`src/rtl/keypad_pkg.sv`:
```
// Shared types and helpers for the 4x3 keypad scanner.
// Holds the key codes, the FSM state type and the row/column decoder.
package keypad_pkg;

  localparam logic [3:0] KEY_STAR   = 4'hA;
  localparam logic [3:0] KEY_HASH   = 4'hB;
  localparam logic [3:0] MAX_DIGITS = 4'd10;

  typedef enum logic [1:0] {
    ST_SCAN,
    ST_DEBOUNCE,
    ST_HELD,
    ST_RELEASE
  } state_t;

  // Rows 0..2 hold digits 1..9 left to right; row 3 is "*", "0", "#".
  function automatic logic [3:0] decode_key(input logic [1:0] row, input logic [1:0] col);
    logic [3:0] code;
    if (row == 2'd3) begin
      case (col)
        2'd0:    code = KEY_STAR;
        2'd1:    code = 4'd0;
        default: code = KEY_HASH;
      endcase
    end else begin
      code = ({2'b00, row} * 4'd3) + {2'b00, col} + 4'd1;
    end
    return code;
  endfunction

endpackage

```
`src/rtl/keypad_scanner_if.sv`:
```
// Keypad matrix lines plus the decoded-key / ID-register outputs.
// The scanner is the master: it drives the columns and all results.
interface keypad_scanner_if;
  logic [3:0]  fila;
  logic [2:0]  columna;
  logic        key_strobe;
  logic [3:0]  key_code;
  logic [39:0] registro;
  logic [3:0]  digit_count;
  logic        reg_full;
  logic        enter_pulse;

  modport master (
    input  fila,
    output columna, key_strobe, key_code, registro, digit_count, reg_full, enter_pulse
  );

  modport slave (
    output fila,
    input  columna, key_strobe, key_code, registro, digit_count, reg_full, enter_pulse
  );
endinterface

```
`src/rtl/scan_tick.sv`:
```
// Free-running divider: one-cycle tick every SCAN_DIV clocks.
// Runs independently of the scanner state so column dwell is constant.
module scan_tick #(
  parameter int SCAN_DIV = 50000
) (
  input  logic clk,
  input  logic rst,
  output logic tick
);
  localparam int CW = $clog2(SCAN_DIV);
  localparam logic [CW-1:0] LAST = CW'(SCAN_DIV - 1);

  logic [CW-1:0] cnt_q, cnt_d;

  always_comb begin
    tick  = (cnt_q == LAST);
    cnt_d = tick ? '0 : cnt_q + CW'(1);
  end

  always_ff @(posedge clk or posedge rst) begin
    if (rst) begin
      cnt_q <= '0;
    end else begin
      cnt_q <= cnt_d;
    end
  end
endmodule

```
`src/rtl/keypad_scanner.sv`:
```
// 4x3 matrix keypad scanner: column drive, debounce, decode and the
// 40-bit BCD ID register fed one digit at a time.
module keypad_scanner
  import keypad_pkg::*;
#(
  parameter int SCAN_DIV     = 50000,
  parameter int DEBOUNCE_CNT = 4
) (
  input  logic             clk,
  input  logic             rst,
  keypad_scanner_if.master kp
);
  localparam int DW = $clog2(DEBOUNCE_CNT + 1);

  logic tick;

  scan_tick #(.SCAN_DIV(SCAN_DIV)) u_scan_tick (
    .clk  (clk),
    .rst  (rst),
    .tick (tick)
  );

  state_t        state_q, state_d;
  logic [2:0]    col_q, col_d;
  logic [3:0]    pat_q, pat_d;
  logic [1:0]    key_row_q, key_row_d;
  logic [1:0]    key_col_q, key_col_d;
  logic [DW-1:0] deb_q, deb_d;
  logic          key_strobe_q, key_strobe_d;
  logic          enter_pulse_q, enter_pulse_d;
  logic [3:0]    key_code_q, key_code_d;
  logic [39:0]   registro_q, registro_d;
  logic [3:0]    digit_count_q, digit_count_d;
  logic          reg_full_q, reg_full_d;

  // Only exact single-zero patterns match, so row_hit is one-hot or zero.
  logic [3:0] row_hit;
  for (genvar gi = 0; gi < 4; gi++) begin : g_row_hit
    assign row_hit[gi] = (kp.fila == ~(4'b0001 << gi));
  end

  logic       single_row;
  logic [1:0] row_idx;
  logic [1:0] col_idx;

  assign single_row = |row_hit;

  always_comb begin
    row_idx = 2'd0;
    for (int i = 0; i < 4; i++) begin
      if (row_hit[i]) row_idx = 2'(i);
    end
  end

  always_comb begin
    case (col_q)
      3'b101:  col_idx = 2'd1;
      3'b011:  col_idx = 2'd2;
      default: col_idx = 2'd0;
    endcase
  end

  logic [DW-1:0] deb_inc;
  logic          deb_done;
  assign deb_inc  = deb_q + DW'(1);
  assign deb_done = (int'(deb_inc) >= DEBOUNCE_CNT);

  logic       accept;
  logic [3:0] new_key;

  always_comb begin
    state_d       = state_q;
    col_d         = col_q;
    pat_d         = pat_q;
    key_row_d     = key_row_q;
    key_col_d     = key_col_q;
    deb_d         = deb_q;
    key_strobe_d  = 1'b0;
    enter_pulse_d = 1'b0;
    key_code_d    = key_code_q;
    registro_d    = registro_q;
    digit_count_d = digit_count_q;
    accept        = 1'b0;
    new_key       = 4'd0;

    case (state_q)
      ST_SCAN: begin
        if (tick) begin
          if (single_row) begin
            pat_d     = kp.fila;
            key_row_d = row_idx;
            key_col_d = col_idx;
            deb_d     = DW'(1);
            if (DEBOUNCE_CNT <= 1) accept = 1'b1;
            else                   state_d = ST_DEBOUNCE;
          end else begin
            col_d = {col_q[1:0], col_q[2]};
          end
        end
      end
      ST_DEBOUNCE: begin
        if (tick) begin
          if (kp.fila == pat_q) begin
            deb_d = deb_inc;
            if (deb_done) accept = 1'b1;
          end else begin
            deb_d   = '0;
            state_d = ST_SCAN;
          end
        end
      end
      ST_HELD: begin
        deb_d   = '0;
        state_d = ST_RELEASE;
      end
      ST_RELEASE: begin
        // Any low row restarts the release count, so a held key never repeats.
        if (tick) begin
          if (kp.fila == 4'b1111) begin
            if (deb_done) begin
              deb_d   = '0;
              state_d = ST_SCAN;
            end else begin
              deb_d = deb_inc;
            end
          end else begin
            deb_d = '0;
          end
        end
      end
      default: state_d = ST_SCAN;
    endcase

    if (accept) begin
      new_key      = decode_key(key_row_d, key_col_d);
      state_d      = ST_HELD;
      key_strobe_d = 1'b1;
      key_code_d   = new_key;
      if (new_key == KEY_STAR) begin
        registro_d    = '0;
        digit_count_d = 4'd0;
      end else if (new_key == KEY_HASH) begin
        enter_pulse_d = 1'b1;
      end else if (digit_count_q < MAX_DIGITS) begin
        registro_d    = {registro_q[35:0], new_key};
        digit_count_d = digit_count_q + 4'd1;
      end
    end

    reg_full_d = (digit_count_d == MAX_DIGITS);
  end

  always_ff @(posedge clk or posedge rst) begin
    if (rst) begin
      state_q       <= ST_SCAN;
      col_q         <= 3'b110;
      pat_q         <= 4'b1111;
      key_row_q     <= 2'd0;
      key_col_q     <= 2'd0;
      deb_q         <= '0;
      key_strobe_q  <= 1'b0;
      enter_pulse_q <= 1'b0;
      key_code_q    <= 4'd0;
      registro_q    <= '0;
      digit_count_q <= 4'd0;
      reg_full_q    <= 1'b0;
    end else begin
      state_q       <= state_d;
      col_q         <= col_d;
      pat_q         <= pat_d;
      key_row_q     <= key_row_d;
      key_col_q     <= key_col_d;
      deb_q         <= deb_d;
      key_strobe_q  <= key_strobe_d;
      enter_pulse_q <= enter_pulse_d;
      key_code_q    <= key_code_d;
      registro_q    <= registro_d;
      digit_count_q <= digit_count_d;
      reg_full_q    <= reg_full_d;
    end
  end

  assign kp.columna     = col_q;
  assign kp.key_strobe  = key_strobe_q;
  assign kp.enter_pulse = enter_pulse_q;
  assign kp.key_code    = key_code_q;
  assign kp.registro    = registro_q;
  assign kp.digit_count = digit_count_q;
  assign kp.reg_full    = reg_full_q;
endmodule

```
`src/flat_wrapper.sv`:
```
// flat-port wrapper written by rule: the top's interface ports become plain ports
module keypad_scanner_flat import keypad_pkg::*;
#(
  parameter int SCAN_DIV     = 50000,
  parameter int DEBOUNCE_CNT = 4
)
  (clk, rst, kp_fila, kp_columna, kp_key_strobe, kp_key_code, kp_registro, kp_digit_count, kp_reg_full, kp_enter_pulse);
  keypad_scanner_if kp_i ();
  input  logic clk;
  input  logic rst;
  input wire logic [$bits(kp_i.fila)-1:0] kp_fila;
  output wire logic [$bits(kp_i.columna)-1:0] kp_columna;
  output wire logic [$bits(kp_i.key_strobe)-1:0] kp_key_strobe;
  output wire logic [$bits(kp_i.key_code)-1:0] kp_key_code;
  output wire logic [$bits(kp_i.registro)-1:0] kp_registro;
  output wire logic [$bits(kp_i.digit_count)-1:0] kp_digit_count;
  output wire logic [$bits(kp_i.reg_full)-1:0] kp_reg_full;
  output wire logic [$bits(kp_i.enter_pulse)-1:0] kp_enter_pulse;
  assign kp_i.fila = kp_fila;
  assign kp_columna = kp_i.columna;
  assign kp_key_strobe = kp_i.key_strobe;
  assign kp_key_code = kp_i.key_code;
  assign kp_registro = kp_i.registro;
  assign kp_digit_count = kp_i.digit_count;
  assign kp_reg_full = kp_i.reg_full;
  assign kp_enter_pulse = kp_i.enter_pulse;
  keypad_scanner #(.SCAN_DIV(SCAN_DIV), .DEBOUNCE_CNT(DEBOUNCE_CNT)) u_core (.clk(clk), .rst(rst), .kp(kp_i));
endmodule
```
`config.mk`:
```
export PLATFORM = sky130hd
export DESIGN_NAME = keypad_scanner_flat
export DESIGN_NICKNAME = d
export VERILOG_FILES = /design/src/rtl/keypad_pkg.sv /design/src/rtl/keypad_scanner_if.sv /design/src/rtl/scan_tick.sv /design/src/rtl/keypad_scanner.sv /design/src/flat_wrapper.sv
export SDC_FILE = /design/constraint.sdc
export NUM_CORES = 1
export LEC_CHECK = 0
export ABC_AREA = 0
export CORE_MARGIN = 2
export CORE_UTILIZATION = 25
export CTS_BUF_LIST = sky130_fd_sc_hd__clkbuf_2 sky130_fd_sc_hd__clkbuf_4 sky130_fd_sc_hd__clkbuf_8
export DETAILED_ROUTE_END_ITERATION = 10
export PLACE_DENSITY = 0.48
export SKIP_LAST_GASP = 1
export SLEW_MARGIN = 20
export SYNTH_ARGS = -nofsm -noshare
export SYNTH_HDL_FRONTEND = slang
export SYNTH_HIERARCHICAL = 1
export SYNTH_SLANG_ARGS = --single-unit
```
`constraint.sdc`:
```
create_clock -name clk -period 7.1 [get_ports clk]
set_input_delay 1.42 -clock clk [delete_from_list [all_inputs] [get_ports clk]]
set_output_delay 1.42 -clock clk [all_outputs]
set_load 0.01 [all_outputs]
```
Word level (Yosys, flattened, before mapping)
Cells that the tools add are included.

Output and inout port bits: 54. Register bits: 83. Logic and storage cells: 106.

Add/subtract/negate cells: 5. Reductions and logical operators: 9. Order comparisons: 2. Equal/unequal tests: 29. Bitwise logic cells: 1. Mux-type cells: 46. Multipliers: 1.

Operator list (number): $mux 40 (3); $mux 2 (16); $eq 4x4->1 const B (7); $mux 4 (6); $mux 3 (7); $ne 3x1->1 const B (6); $add 16x1->16 const B (1); $eq 16x16->1 const B (1); $mux 16 (1); $pmux 3 s4 (1); $ne 2x1->1 const B (5); $mux 1 (9); $reduce_and 3->1 (3); $add 4x1->4 const B (2); $pmux 2 s4 (1); $pmux 4 s2 (1); $reduce_and 7->1 (1); $eq 2x2->1 const B (3); $add 4x2->4 (1); $eq 2x1->1 const B (2); $eq 4x3->1 const B (1); $eq 4x4->1 (1); $logic_not 2->1 (2); $lt 4x4->1 const B (1); other kinds (11) (11).

Depth between registers and ports, before layout
Gate-level depths: netlist of the first run.

Word-level depth: 17. Depth in mapped cells: 19.

Modules after synthesis
Netlist of the first run, hierarchy kept.

By module, submodules not included: keypad_scanner (cells an instance 347, times used 1, area an instance 3547.2 um2); scan_tick (cells an instance 68, times used 1, area an instance 757.0 um2).

Worst setup path before layout of the first run
OpenSTA, ideal clock, no wires.

Path kind: input-to-reg. Start: input kp_fila[2]. End: register u_core.registro_q[0] (netlist: u_core/kp.registro[0]). Setup slack: 2.184 ns. Stages on the path: 16. Required time: 6.969 ns. Arrival time: 4.786 ns. Buffers on the path: 3. Library setup time: 0.131 ns. Cells stage by stage: buf_2 > xnor2_1 > o211ai_1 > nand2_1 > o21ai_0 > fa_1 > fa_1 > xnor2_1 > a21oi_1 > nor2_1 > nand2_2 > or3_1 > buf_6 > buf_6 > nand3_2 > mux2i_1.

Elaborated cells on any way between the ends: 35. Classes of those cells: add/sub (2); mul (1); eq/ne (10); mux (18); reduce/logical (4).

RTL lines: start, declared (RTL line flat_wrapper.sv:11) `input wire logic [$bits(kp_i.fila)-1:0] kp_fila;`; $eq 4x4->1 or $eq 4x3->1 (tied branches) (RTL line keypad_scanner.sv:39) `assign row_hit[gi] = (kp.fila == ~(4'b0001 << gi));`; $reduce_or 4->1 (*) (RTL line keypad_scanner.sv:46) `assign single_row = |row_hit;`; $mux 2 (*) (RTL line keypad_scanner.sv:89) `if (single_row) begin`; $mux 2 (*) (RTL line keypad_scanner.sv:88) `if (tick) begin`; $mux 2 (*) (RTL line keypad_scanner.sv:86) `case (state_q)`; via u_core.key_col_d[1] (RTL line keypad_scanner.sv:27) `logic [1:0] key_col_q, key_col_d;`; $add 4x2->4 (tied with other cells) (RTL line keypad_pkg.sv:26) `code = ({2'b00, row} * 4'd3) + {2'b00, col} + 4'd1;`; $add 4x1->4 or $pmux 4 s2 (tied branches) (RTL line keypad_pkg.sv:26, keypad_pkg.sv:20); $mux 4 (*) (RTL line keypad_pkg.sv:19) `if (row == 2'd3) begin`; $mux 4 (*) (RTL line keypad_scanner.sv:134) `if (accept) begin`; $eq 4x4->1 (tied with other cells) (RTL line keypad_scanner.sv:142) `end else if (new_key == KEY_HASH) begin`; $ne 2x1->1 (no line) (tied with other cells); $reduce_and 3->1 (no line) or $mux 40 (tied branches); end signal, assigned (RTL line keypad_scanner.sv:177) `registro_q <= registro_d;`; end, declared (RTL line keypad_scanner.sv:32) `logic [39:0] registro_q, registro_d;`.

Mark *: on every way through the listed nets, which the timed path passes. The rest lies on a longest branch. The select of a mux whose other input is x is not followed. A chain may end at the register's enable or synchronous reset.

Worst setup path in the final report of the first run
Start: input kp_fila[3]. End: register u_core.registro_q[36] (netlist: u_core/kp.registro[36]).

Elaborated cells on any way between the ends: 33. Classes of those cells: add/sub (2); mul (1); eq/ne (10); mux (16); reduce/logical (4).

RTL lines (RTL line): $eq 4x4->1 or $eq 4x3->1 (tied branches) (keypad_scanner.sv:39); $reduce_or 4->1 (*) (keypad_scanner.sv:46); $mux 2 (*) (keypad_scanner.sv:89); $mux 2 (*) (keypad_scanner.sv:88); $mux 2 (*) (keypad_scanner.sv:86); via u_core.key_col_d[1] (keypad_scanner.sv:27); $add 4x2->4 (tied with other cells) (keypad_pkg.sv:26); $add 4x1->4 or $pmux 4 s2 (tied branches) (keypad_pkg.sv:26, keypad_pkg.sv:20); $mux 4 (*) (keypad_pkg.sv:19); $mux 4 (*) (keypad_scanner.sv:134); $eq 4x4->1 (on tied branches) (keypad_scanner.sv:142, keypad_scanner.sv:139); $ne 2x1->1 (no line) or $reduce_bool 2->1 (tied branches); $reduce_and 3->1 (no line).

Marks and branches as above.

==> impl_metrics.tcl, run 1 <==
set metrics [dict create \
    total_leakage_power_nw 2.138 \
    cp_slowest_cell "or3_2" \
    wl_um 9467 \
    die_area_mm2 0.01828 \
    holdBufCountCts 0 \
    power_density_mw_per_mm2 173.4 \
    fin_area_mm2 0.005275 \
    slew_headroom 0.4127 \
    dp_cells 675 \
    path_class "input port to register" \
    antenna_cells 0 \
    setup_viol 0 \
    syn_inst 415 \
    rsz0062_at_grt "no" \
    yosys_warnings 6 \
    synthTopCellsByCount "dfrtp_1, nand2_1, nand3_2" \
    insertion_delay_ps 360 \
    cts_root_buf "clkbuf_8" \
    slew_viol_final 0 \
    syn_to_final_growth_pct 22.56 \
    antenna_found_initial 0 \
    clock_path_buffers 2 \
    grt_pass1_wl_um 16040 \
    cts_made_buffers 9 \
    synthFlopType "dfrtp_1" \
    start_util 0.2577 \
    first_global_vias 3114 \
    place.gp.congestion 0.7823 \
    syn_area_per_cell_um2 10.37 \
    synth_cell_types 61 \
    rows 47 \
    drtIter0Drc 176 \
    hold_violations 0 \
    ys_ff_latch 83 \
    worst_slew_pin_slew_ps 881.0 \
    reg2reg_setup_slack_ps 1480 \
    cts_tree "built" \
    place_ws_ps 682.2 \
    critPathMaxStageDelay_ps 730 \
    hpwl_um 6564 \
    seq_area_frac_synth 0.4843 \
    drc 0 \
    peakVddDrop_mv 0.07544 \
    final.min_clock_period_ps 5898 \
    clkSlewWorstSetupHoldPaths_ps 90 \
    die_h_um 135.2 \
    grt_max_degree 82 \
    coreArea_mm2 0.01670 \
    htree_levels 3 \
    wl_per_cell_um 13.70 \
    yosysMostFrequentCell "dfrtp_1" \
    drive_gt1_frac 0.1890 \
    finalCritPeriodShare 0.8307 \
    hp-class "register to register" \
    overflow 0 \
    async_reset_ff_frac 1.000 \
    synth.cell_area_mm2 0.004304 \
    yosysTopAreaCellShare 0.4477 \
    max_clock_freq_mhz 169.5 \
    postCtsSetupBuffers 0 \
    portBuffers 59 \
    dieWidth_um 135.2 \
    skew_ps 12.37 \
    setup_tns_ps 0 \
    worstSetupStartpoint "kp_fila[3]" \
    synth_top_area_cell "dfrtp_1" \
    worst_slack_ps 1202 \
    status "completed" \
    vias 3158 \
    synth_edf_count 0 \
    cp.required_ps 7320 \
    worst-path-max-fanout 23 \
    cts_resized 0 \
    worstPathCellList "clkdlybuf4s50_1 > xnor2_1 > o211ai_1 > nand2_1 > o21ai_0 > fa_1 > fa_1 > xnor2_1 > a21oi_1 > nor2_1 > nand2_2 > or3_2 > buf_4 > nand3_2 > o21ai_1" \
    dpl-instance-area_mm2 0.005026 \
    timing.rr.start "u_core/u_scan_tick/cnt_q[4]" \
    syn_nets 430 \
    top_level_ports 60 \
    synth.area.top_cells "dfrtp_1, nand3_2, nand2_1" \
    start_kind "input port" \
    cts_sinks 83 \
    cp.arrival_ps 6120 \
    finalNetCount 481 \
    finalNonFillerCells 691 \
    drt_first_pass_iters 4 \
    hp-start "u_core/deb_q[1]" \
    crit_path_end_kind "register" \
    via_per_inst 4.570 \
    fill_cells 1729 \
    ant_nets 0 \
    grt.total_usage 0.1097 \
    max_cap_violations 0 \
]
[per-stage QoR]
stage / utilization / hold WS (ps) / power [mW]
final: 0.3159 / 493.1 / 0.9148
after global routing: 0.3159 / 530.6 / 0.9560
after CTS: 0.3156 / 500.1 / 0.9351
after detailed placement: 0.3009 / 481.0 / 0.5101
after global placement: 0.3009 / 473.3 / 0.5098
after floorplan: - / 453.8 / 0.5012
[final cells by class]
cell class	count	area, µm²	share of cell area
Sequential cell	83	2085	0.3952
Multi-Input combinational cell	298	1999	0.3790
Timing Repair Buffer	64	628.1	0.1191
Clock buffer	10	131.4	0.02491
Inverter	10	42.54	0.008065
Tap cell	220	275.3	0.05218
Clock inverter	6	113.9	0.02158
[registers in the layout, summed over array words and instances (netlist names), 3 cells and up]
name,cells
u_core/kp.digit_count,4
u_core/deb_q,3
u_core/kp.columna,3
u_core/kp.registro,40
u_core/pat_q,4
u_core/u_scan_tick/cnt_q,16
u_core/kp.key_code,4
[where the power goes]
| group | internal, mW | switching, mW |
|---|---|---|
| clock network | 0.238 | 0.177 |
| logic | 0.00769 | 0.0190 |
| registers | 0.473 | 0.000159 |
[critical path, delay by kind of cell]
family,cells,cell delay (ps)
simple gates,5,1310
compound gates,4,1010
buf+inv,2,1000
fa+ha+maj,2,920
xor+xnor,2,440
[final timing paths]
path,to,cells after the start
max,u_core/kp.registro[36],15
max reg2reg,u_core/kp.registro[36],16
min in group asynchronous,u_core/u_scan_tick/cnt_q[12],2
max in group asynchronous,u_core/kp.enter_pulse,3
min reg2reg,u_core/deb_q[1],2
min,u_core/deb_q[1],2
[cells in the final DEF, fill, tap and decap left out, drive strengths merged, types with 2 or more instances in the layout]
cell	synthesis	layout
mux2i	3	3
o31a	2	2
clkinvlp	0	2
nor4	6	6
nand3	49	49
or4bb	2	2
or3	4	4
xnor2	10	10
mux2	8	8
dfstp	6	6
and3	6	6
nand2	68	68
ha	7	7
clkinv	1	2
dfrtp	77	77
clkbuf	3	10
bufinv	0	3
a211oi	2	2
o31ai	2	2
fa	2	2
nor2	20	20
a21oi	6	6
nor2b	3	3
a31oi	3	3
inv	9	9
xor2	9	9
nand2b	3	3
nand4b	2	2
buf	21	5
o21ai	52	52
clkdlybuf4s50	0	59
nand4	8	8
o211ai	2	2
[layer usage]
layer	global-route usage	vias to the layer above	wire length [µm]
met5	0	-	0
met4	0.02083	0	45
met3	0.03330	4	416
met2	0.1717	60	4452
met1	0.1515	1532	4554
li1	-	1562	-
[kinds of logic after synthesis]
kind of cell             Yosys count  synth area share
buffers and inverters             34           0.05291
AO/OA/AOI/OAI                     82            0.1119
XOR/XNOR                          19           0.04041
AND/OR/NAND/NOR                  177            0.2529
adder cells (fa/ha/maj)            9           0.02965
multiplexers                      11           0.02791
flip-flops                        83            0.4843
No activity file was read; power rests on OpenSTA's default activity.
==> run 2, diff against run 1 <==
==> constraint.sdc (replaced) <==
create_clock -name clk -period 5.6 [get_ports clk]
set_input_delay 1.12 -clock clk [delete_from_list [all_inputs] [get_ports clk]]
set_output_delay 1.12 -clock clk [all_outputs]
set_load 0.01 [all_outputs]
==> run 2 against run 1 <==
Effect of this change: non-clock buffer count rose by 6; final cell count increased by 0.87%; utilization increased by 0.12 points; die area stayed put; via count up 1.2%; sequential power is 27% higher; clock-buffer cell count rose by 1; global-route usage increased by 0.49 points; critical path type unchanged; sequential share of layout area fell by 0.15 points.
==> impl_metrics.tcl, run 2 (synthesized netlist as in run 1, its figures left out) <==
set metrics [dict create \
    worst-path-max-fanout 41 \
    cp_slowest_cell "clkdlybuf4s50_1" \
    setup_viol 0 \
    antenna_cells 0 \
    cts_made_buffers 9 \
    first_global_vias 3228 \
    layout_common_cells "dfrtp_1, nand2_1, clkdlybuf4s50_1" \
    cts_root_buf "clkbuf_8" \
    worst_slew_pin_slew_ps 641.0 \
    skew_ps 18.62 \
    power_frac_seq 0.572 \
    peakVddDrop_mv 0.1053 \
    htree_levels 3 \
    status "completed" \
    switching_power_mw 0.2506 \
    top_level_ports 60 \
    ant_nets 0 \
    ff2ff_path_depth 15 \
    slew_headroom 0.5722 \
    hpwl_um 6820 \
    fill_cells 1751 \
    dieWidth_um 135.2 \
    crit_path_end_kind "register" \
    die_area_mm2 0.01828 \
    overflow 0 \
    wl_um 9905 \
    reg2reg_setup_slack_ps 840 \
    hold_end "u_core/deb_q[1]" \
    slew_viol_final 0 \
    p_clk_frac 0.393 \
    cp.required_ps 5840 \
    drt_first_pass_iters 4 \
    wl_per_cell_um 14.21 \
    place.gp.congestion 0.7921 \
    setup_tns_ps 0 \
    combPwrFrac 0.035 \
    cts_resized 0 \
    layout_commonest_cell "dfrtp_1" \
    rsz0062_at_grt "no" \
    grt.total_usage 0.1147 \
    start_util 0.2577 \
    cts_tree "built" \
    portBuffers 59 \
    postCtsSetupBuffers 0 \
    die_h_um 135.2 \
    finalCritPeriodShare 0.8888 \
    clkSlewWorstSetupHoldPaths_ps 90 \
    largest_reg_flops 40 \
    finalNetCount 487 \
    syn_to_final_growth_pct 23.02 \
    timing.rr.start "u_core/u_scan_tick/cnt_q[4]" \
    power_density_mw_per_mm2 198.0 \
    vias 3195 \
    max_clock_freq_mhz 200.9 \
    worstPathCellList "clkdlybuf4s50_1 > xnor2_1 > o211ai_1 > nand2_1 > o21ai_0 > fa_1 > fa_1 > xnor2_1 > a21oi_1 > nor2_1 > nand2_2 > or3_2 > buf_12 > nand3_1 > o21ai_0" \
    drive_gt1_frac 0.1992 \
    holdBufCountCts 0 \
    hp-start "u_core/deb_q[1]" \
    start_kind "input port" \
    rr_endpoint "u_core/kp.registro[33]" \
    drc 0 \
    coreArea_mm2 0.01670 \
    critPathMaxStageDelay_ps 620 \
    whs_ps 499.5 \
    max_cap_violations 0 \
    worstHoldPathCells 2 \
    rows 47 \
    switching_share 0.2391 \
    internal_power_mw 0.7976 \
    drtIter0Drc 234 \
    final.min_clock_period_ps 4977 \
    antenna_found_initial 0 \
    via_per_inst 4.584 \
    hp-class "register to register" \
    insertion_delay_ps 360 \
    grt_pass1_wl_um 16700 \
    clock_path_buffers 2 \
    cts_sinks 83 \
    total_leakage_power_nw 2.162 \
    hold_violations 0 \
    grt_max_degree 82 \
    cp.arrival_ps 5220 \
    path_class "input port to register" \
]
## run 2: changes by cell type in the layout (fill, tap and decap cells not counted)
cell | previous run | this run
clkinvlp_4 | 2 | 1
buf_4 | 5 | 8
buf_12 | 0 | 3
clkbuf_8 | 9 | 11
bufinv_16 | 3 | 0
or3_2 | 1 | 2
clkbuf_4 | 1 | 0
inv_6 | 0 | 1
or3_4 | 2 | 1
clkinv_2 | 0 | 2
## run 2: worst max path at each step
stage                     from                      to  slack (ps)
floorplan           kp_fila[2]   u_core/kp.registro[0]         980
global placement    kp_fila[2]  u_core/kp.registro[33]         420
detailed placement  kp_fila[2]  u_core/kp.registro[33]         280
CTS                 kp_fila[2]  u_core/kp.registro[33]         690
global route        kp_fila[2]  u_core/kp.registro[17]         350
finish              kp_fila[2]  u_core/kp.registro[33]         620
## run 2: final cells by class
cell class | instances | area [µm²] | share of cell area
sequential | 83 | 2085 | 0.3937
tap | 220 | 275.3 | 0.05198
clock buffer | 11 | 151.4 | 0.02859
inverter | 10 | 42.54 | 0.008034
clock inverter | 5 | 35.03 | 0.006616
timing repair buffer | 70 | 710.7 | 0.1342
multi-input combinational | 298 | 1996 | 0.3769
## run 2: power groups by stage
stage / Clock [mW] / Combinational [mW] / Sequential [mW]
after global routing: 0.460 / 0.0426 / 0.600
after global placement: 0 / 0.0375 / 0.611
after CTS: 0.435 / 0.0384 / 0.600
after floorplan: 0 / 0.0240 / 0.611
after detailed placement: 0 / 0.0383 / 0.611
final: 0.412 / 0.0368 / 0.600
## run 2: metal layers
| metal | wire length, µm | track usage | vias to the layer above |
|---|---|---|---|
| met5 | 0 | 0 | - |
| met2 | 4540 | 0.1808 | 70 |
| met3 | 544 | 0.03330 | 13 |
| met1 | 4681 | 0.1539 | 1539 |
| li1 | - | - | 1573 |
| met4 | 139 | 0.03241 | 0 |
## run 2: metrics by stage
stage          area, µm²  utilization  total power, mW  instances  worst slack, ps
4_1_cts             5295       0.3171            1.073        697            685.8
2_1_floorplan       4304            -           0.6355        415            983.7
3_3_place_gp        5109       0.3059           0.6490        681            419.4
6_report            5295       0.3171            1.048        697            622.8
3_5_place_dp        5109       0.3059           0.6498        681            281.1
5_1_grt             5295       0.3171            1.103        697            354.2
## run 2: critical path: cells and delay by family
| family | cells | cell delay [ps] |
|---|---|---|
| AND/OR/NAND/NOR | 5 | 1010 |
| adder cells (fa/ha/maj) | 2 | 920 |
| AO/OA/AOI/OAI | 4 | 880 |
| buffers and inverters | 2 | 840 |
| XOR/XNOR | 2 | 430 |
==> edit 1: new RTL, flow settings as in run 2 <==
Take the reset off `key_code_q` and load it in a clocked block of its own.
--- a/src/rtl/keypad_scanner.sv
+++ b/src/rtl/keypad_scanner.sv
@@ -160,7 +160,6 @@
       deb_q         <= '0;
       key_strobe_q  <= 1'b0;
       enter_pulse_q <= 1'b0;
-      key_code_q    <= 4'd0;
       registro_q    <= '0;
       digit_count_q <= 4'd0;
       reg_full_q    <= 1'b0;
@@ -173,11 +172,14 @@
       deb_q         <= deb_d;
       key_strobe_q  <= key_strobe_d;
       enter_pulse_q <= enter_pulse_d;
-      key_code_q    <= key_code_d;
       registro_q    <= registro_d;
       digit_count_q <= digit_count_d;
       reg_full_q    <= reg_full_d;
     end
+  end
+
+  always_ff @(posedge clk) begin
+    key_code_q <= key_code_d;
   end
 
   assign kp.columna     = col_q;
Function: same outputs for any inputs over 10 cycles, from zero or initial values and one cycle with rst high; that may be too few to reach the edited logic, so the function may still have changed.
==> edit 1 against run 2 <==
  * Utilization rose by 0.68 points
  * Sequential cell count did not move
  * Routed wire length fell by 6.8%
  * Register-to-register slack got worse by 0.29 ns
  * Power rose by 21%
  * Synthesized area fell by 7.6%
  * Setup slack got worse by 0.069 ns
  * Final area fell by 3.9%
  * Critical endpoint is now u_core/kp.registro[1]
  * Largest cell class unchanged
  * Largest power group unchanged
==> edit 1: results (changes against run 2) <==
| Metric | Value |
|---|---|
| Post-placement setup slack | `0.198 ns (-0.0829 ns)` |
| Synth Warn # | `6 (unchanged)` |
| Final std cells w/o fill | `685 (-1.7%)` |
| CTS H-Tree Depth | `3 (unchanged)` |
| Hold Startpoint | `u_core/pat_q[1]` |
| Internal power | `0.986 mW (+24%)` |
| Synth Area in Compound Gates | `0.126 (+0.0146)` |
| Status | `finished, final reports clean` |
| Netlist cell types | `62 (+1.6%)` |
| Starting DRT DRC Count | `199 (-15%)` |
| Post-synth top cells | `nand2_1, dfrtp_1, o21ai_1` |
| Inst Count DP | `669 (-1.8%)` |
| RR Endpoint | `u_core/kp.registro[1]` |
| Syn Nets | `416 (-3.3%)` |
| Post-CTS Setup Bufs | `0 (unchanged)` |
| CP Data Arrival Time | `5.28 ns (+0.06 ns)` |
| Clk pin slew, worst setup/hold paths | `0.08 ns` |
| Max_slew headroom | `0.433 (-0.139)` |
| Nets | `479 (-1.6%)` |
| Routed vias/inst | `4.45 (-2.8%)` |
| Pleak | `2.15 nW (-0.40%)` |
| Flop2flop setup slack | `0.55 ns (-0.29 ns)` |
| Post-synth EDFFs | `4 (+4)` |
| Final Wtd Congestion | `0.805 (+1.6%)` |
| Post-synthesis adder-cell area fraction | `0.0321 (+0.00244)` |
| Maximum net fanout on the critical path | `39 (-4.9%)` |
| Seq/Total Area, Yosys | `0.529 (+0.0450)` |
| Largest net degree at the start of global routing | `64 (-22%)` |
| R2R depth | `15 (unchanged)` |
| Share of post-route cells with drive strength above 1 | `0.111 (-0.0883)` |
| Power Sequential | `0.623 mW (+3.8%)` |
| Async set-reset flop share out of synthesis | `0.952 (-0.0482)` |
| GRT Util Overall | `0.117 (+0.00238)` |
| Post-synthesis mux area share | `0.0110 (-0.0169)` |
| P_clk | `0.575 mW (+40%)` |
| Post-Route Skew | `0.0126 ns (-0.00606 ns)` |
| First-pass GRT wire length | `15.4 mm (-8.1%)` |
| Min-Delay Endpoint | `u_core/pat_q[1]` |
| Flop pwr share | `0.493 (-0.079)` |
| Vias in the first global route | `2980 (-7.7%)` |
| Post-Syn Area per Cell | `9.92 µm² (-4.4%)` |
| Worst hold slack | `0.479 ns (-0.0203 ns)` |
| Post-Synth XOR/XNOR Area | `0.0393 (-0.00107)` |
| Slowest library cell on the worst path | `or4b_4` |
| CP max stage delay | `0.55 ns (-0.07 ns)` |
edit 1: changes by cell type in the layout (fill, tap and decap cells not counted), moves of 5 or more:
cell     change
nand3_2     -40
nand2_1     +32
o21ai_0      -7
nor2_1       +6
mux2_2       -5
edit 1: worst max-delay path by stage:
stage | start | end | slack, ns | depth (start not counted)
after global placement | kp_fila[2] | u_core/kp.registro[1] | 0.31 | 15
after floorplan | u_core/u_scan_tick/cnt_q[4] | u_core/kp.reg_full | 0.63 | 16
final | u_core/u_scan_tick/cnt_q[4] | u_core/kp.registro[1] | 0.55 | 15
after detailed placement | kp_fila[2] | u_core/kp.registro[1] | 0.20 | 15
after CTS | u_core/u_scan_tick/cnt_q[4] | u_core/kp.registro[1] | 0.57 | 15
after global routing | u_core/u_scan_tick/cnt_q[0] | u_core/kp.registro[1] | 0.15 | 17
edit 1: cell type report:
class / instances / area, µm²
repair buffers: 71 / 693
well taps: 216 / 270
clock buffers: 10 / 131
fillers: 1607 / 10600
inverters: 9 / 33.8
multi-input cells: 290 / 1720
flip-flops and latches: 83 / 2100
clock inverters: 6 / 138
edit 1: per-layer routing:
layer	vias to the layer above	share of wire	global-route usage	wire length, µm
met1	1477	0.47	0.157	4340
met2	45	0.46	0.176	4290
met4	0	0.026	0.0538	241
met3	16	0.040	0.0320	365
li1	1513	-	-	-
met5	-	0	0	0
edit 1: logic make-up after synthesis:
family / after synthesis
AND/OR/NAND/NOR: 180
flip-flops: 83
AO/OA/AOI/OAI: 80
buffers and inverters: 28
XOR/XNOR: 17
adder cells (fa/ha/maj): 9
multiplexers: 4
==> edit 2: new RTL, config.mk and constraints of run 2 <==
Without the edit above. `SCAN_DIV` is set to 50000 in 3 places; all go to 200000.
--- a/src/rtl/scan_tick.sv
+++ b/src/rtl/scan_tick.sv
@@ -1,7 +1,7 @@
 // Free-running divider: one-cycle tick every SCAN_DIV clocks.
 // Runs independently of the scanner state so column dwell is constant.
 module scan_tick #(
-  parameter int SCAN_DIV = 50000
+  parameter int SCAN_DIV = 200000
 ) (
   input  logic clk,
   input  logic rst,
--- a/src/rtl/keypad_scanner.sv
+++ b/src/rtl/keypad_scanner.sv
@@ -3,7 +3,7 @@
 module keypad_scanner
   import keypad_pkg::*;
 #(
-  parameter int SCAN_DIV     = 50000,
+  parameter int SCAN_DIV     = 200000,
   parameter int DEBOUNCE_CNT = 4
 ) (
   input  logic             clk,
--- a/src/flat_wrapper.sv
+++ b/src/flat_wrapper.sv
@@ -1,7 +1,7 @@
 // flat-port wrapper written by rule: the top's interface ports become plain ports
 module keypad_scanner_flat import keypad_pkg::*;
 #(
-  parameter int SCAN_DIV     = 50000,
+  parameter int SCAN_DIV     = 200000,
   parameter int DEBOUNCE_CNT = 4
 )
   (clk, rst, kp_fila, kp_columna, kp_key_strobe, kp_key_code, kp_registro, kp_digit_count, kp_reg_full, kp_enter_pulse);
Function: no difference found for any inputs over 10 cycles, from zero or initial values and one cycle with rst high; that may be too few to reach the edited logic, so the function may still have changed.
==> edit 2 against run 2 <==
  * Worst hold slack got worse by 0.012 ns
  * Routed wire length fell by 10%
  * Sequential cell count rose by 2
  * Power rose by 5.0%
  * Synthesized cell count fell by 20%
  * Sequential power rose by 3%
  * Final area fell by 5.8%
  * Synthesized area fell by 8.3%
  * Setup slack improved by 0.075 ns
  * Critical endpoint is now u_core/kp.registro[3]
  * Largest cell class unchanged
  * Largest power group unchanged
==> edit 2: results (changes against run 2) <==
| Metric | Value |
|---|---|
| Final std cells w/o fill | `609 (-13%)` |
| Post-layout min period | `4.90 ns (-0.0752 ns)` |
| Final Wtd Congestion | `0.886 (+12%)` |
| RR Endpoint | `u_core/kp.registro[3]` |
| Flop2flop setup slack | `0.70 ns (-0.14 ns)` |
| Post-Route Skew | `0.0118 ns (-0.00679 ns)` |
| Crit path kind | `reg2reg` |
| Synth area leaders | `dfrtp_1, a22o_1, dfstp_2` |
| Flop pwr share | `0.559 (-0.013)` |
| Nets | `408 (-16%)` |
| Worst ir drop on vdd | `0.0000991 V (-5.9%)` |
| Largest net degree at the start of global routing | `44 (-46%)` |
| Capture point of the critical path | `u_core/kp.registro[3]` |
| Hold Crit Depth | `1 (-1)` |
| Fillers | `1593 (-9.0%)` |
| Sw power | `0.261 mW (+4.3%)` |
| Post-placement cell area | `4780 µm² (-6.4%)` |
| Starting DRT DRC Count | `178 (-24%)` |
| Min-Delay Endpoint | `u_core/u_scan_tick/cnt_q[0]` |
| Hold Startpoint | `u_core/u_scan_tick/cnt_q[0]` |
| Worst hold slack | `0.488 ns (-0.0118 ns)` |
| Status | `finished, final reports clean` |
| Inst Count DP | `593 (-13%)` |
| Post-placement setup slack | `0.354 ns (+0.0724 ns)` |
| Pwr/cell area | `221 nW/µm² (+12%)` |
| Syn Nets | `346 (-20%)` |
| Seq/Total Area, Yosys | `0.541 (+0.0563)` |
| First-pass GRT wire length | `14.9 mm (-11%)` |
| Netlist cell types | `57 (-6.6%)` |
| Share of post-route cells with drive strength above 1 | `0.143 (-0.0559)` |
| Pleak | `2.15 nW (-0.65%)` |
| DP HPWL | `6.22 mm (-8.8%)` |
| DR pass1 iterations | `5 (+1)` |
| Mapped Cells | `331 (-20%)` |
| R2R Path Start | `u_core/u_scan_tick/cnt_q[12]` |
## edit 2: per-layer routing
layer | global-route usage | share of wire | vias up
met5 | 0 | 0 | -
met4 | 0.0468 | 0.019 | 0
met3 | 0.0347 | 0.035 | 10
met2 | 0.176 | 0.47 | 54
met1 | 0.147 | 0.47 | 1407
li1 | - | - | 1346
## edit 2: layout make-up
cell class / instances / area share
Sequential cell: 85 / 0.428
Tap cell: 211 / 0.0529
Timing Repair Buffer: 65 / 0.132
Inverter: 11 / 0.00828
Multi-Input combinational cell: 221 / 0.338
Clock inverter: 6 / 0.0143
Clock buffer: 10 / 0.0263
## edit 2: cell families (layout without fill, tap and decap cells)
logic type / Yosys count / after routing / share of synthesized area
adders and majority gates: 9 / 9 / 0.0323
buffers and inverters: 25 / 92 / 0.0333
muxes: 12 / 12 / 0.0339
AOI/OAI and AO/OA: 86 / 86 / 0.176
DFF: 85 / 85 / 0.541
xor gates and xnor gates: 19 / 19 / 0.0440
and+or+nand+nor: 95 / 95 / 0.140
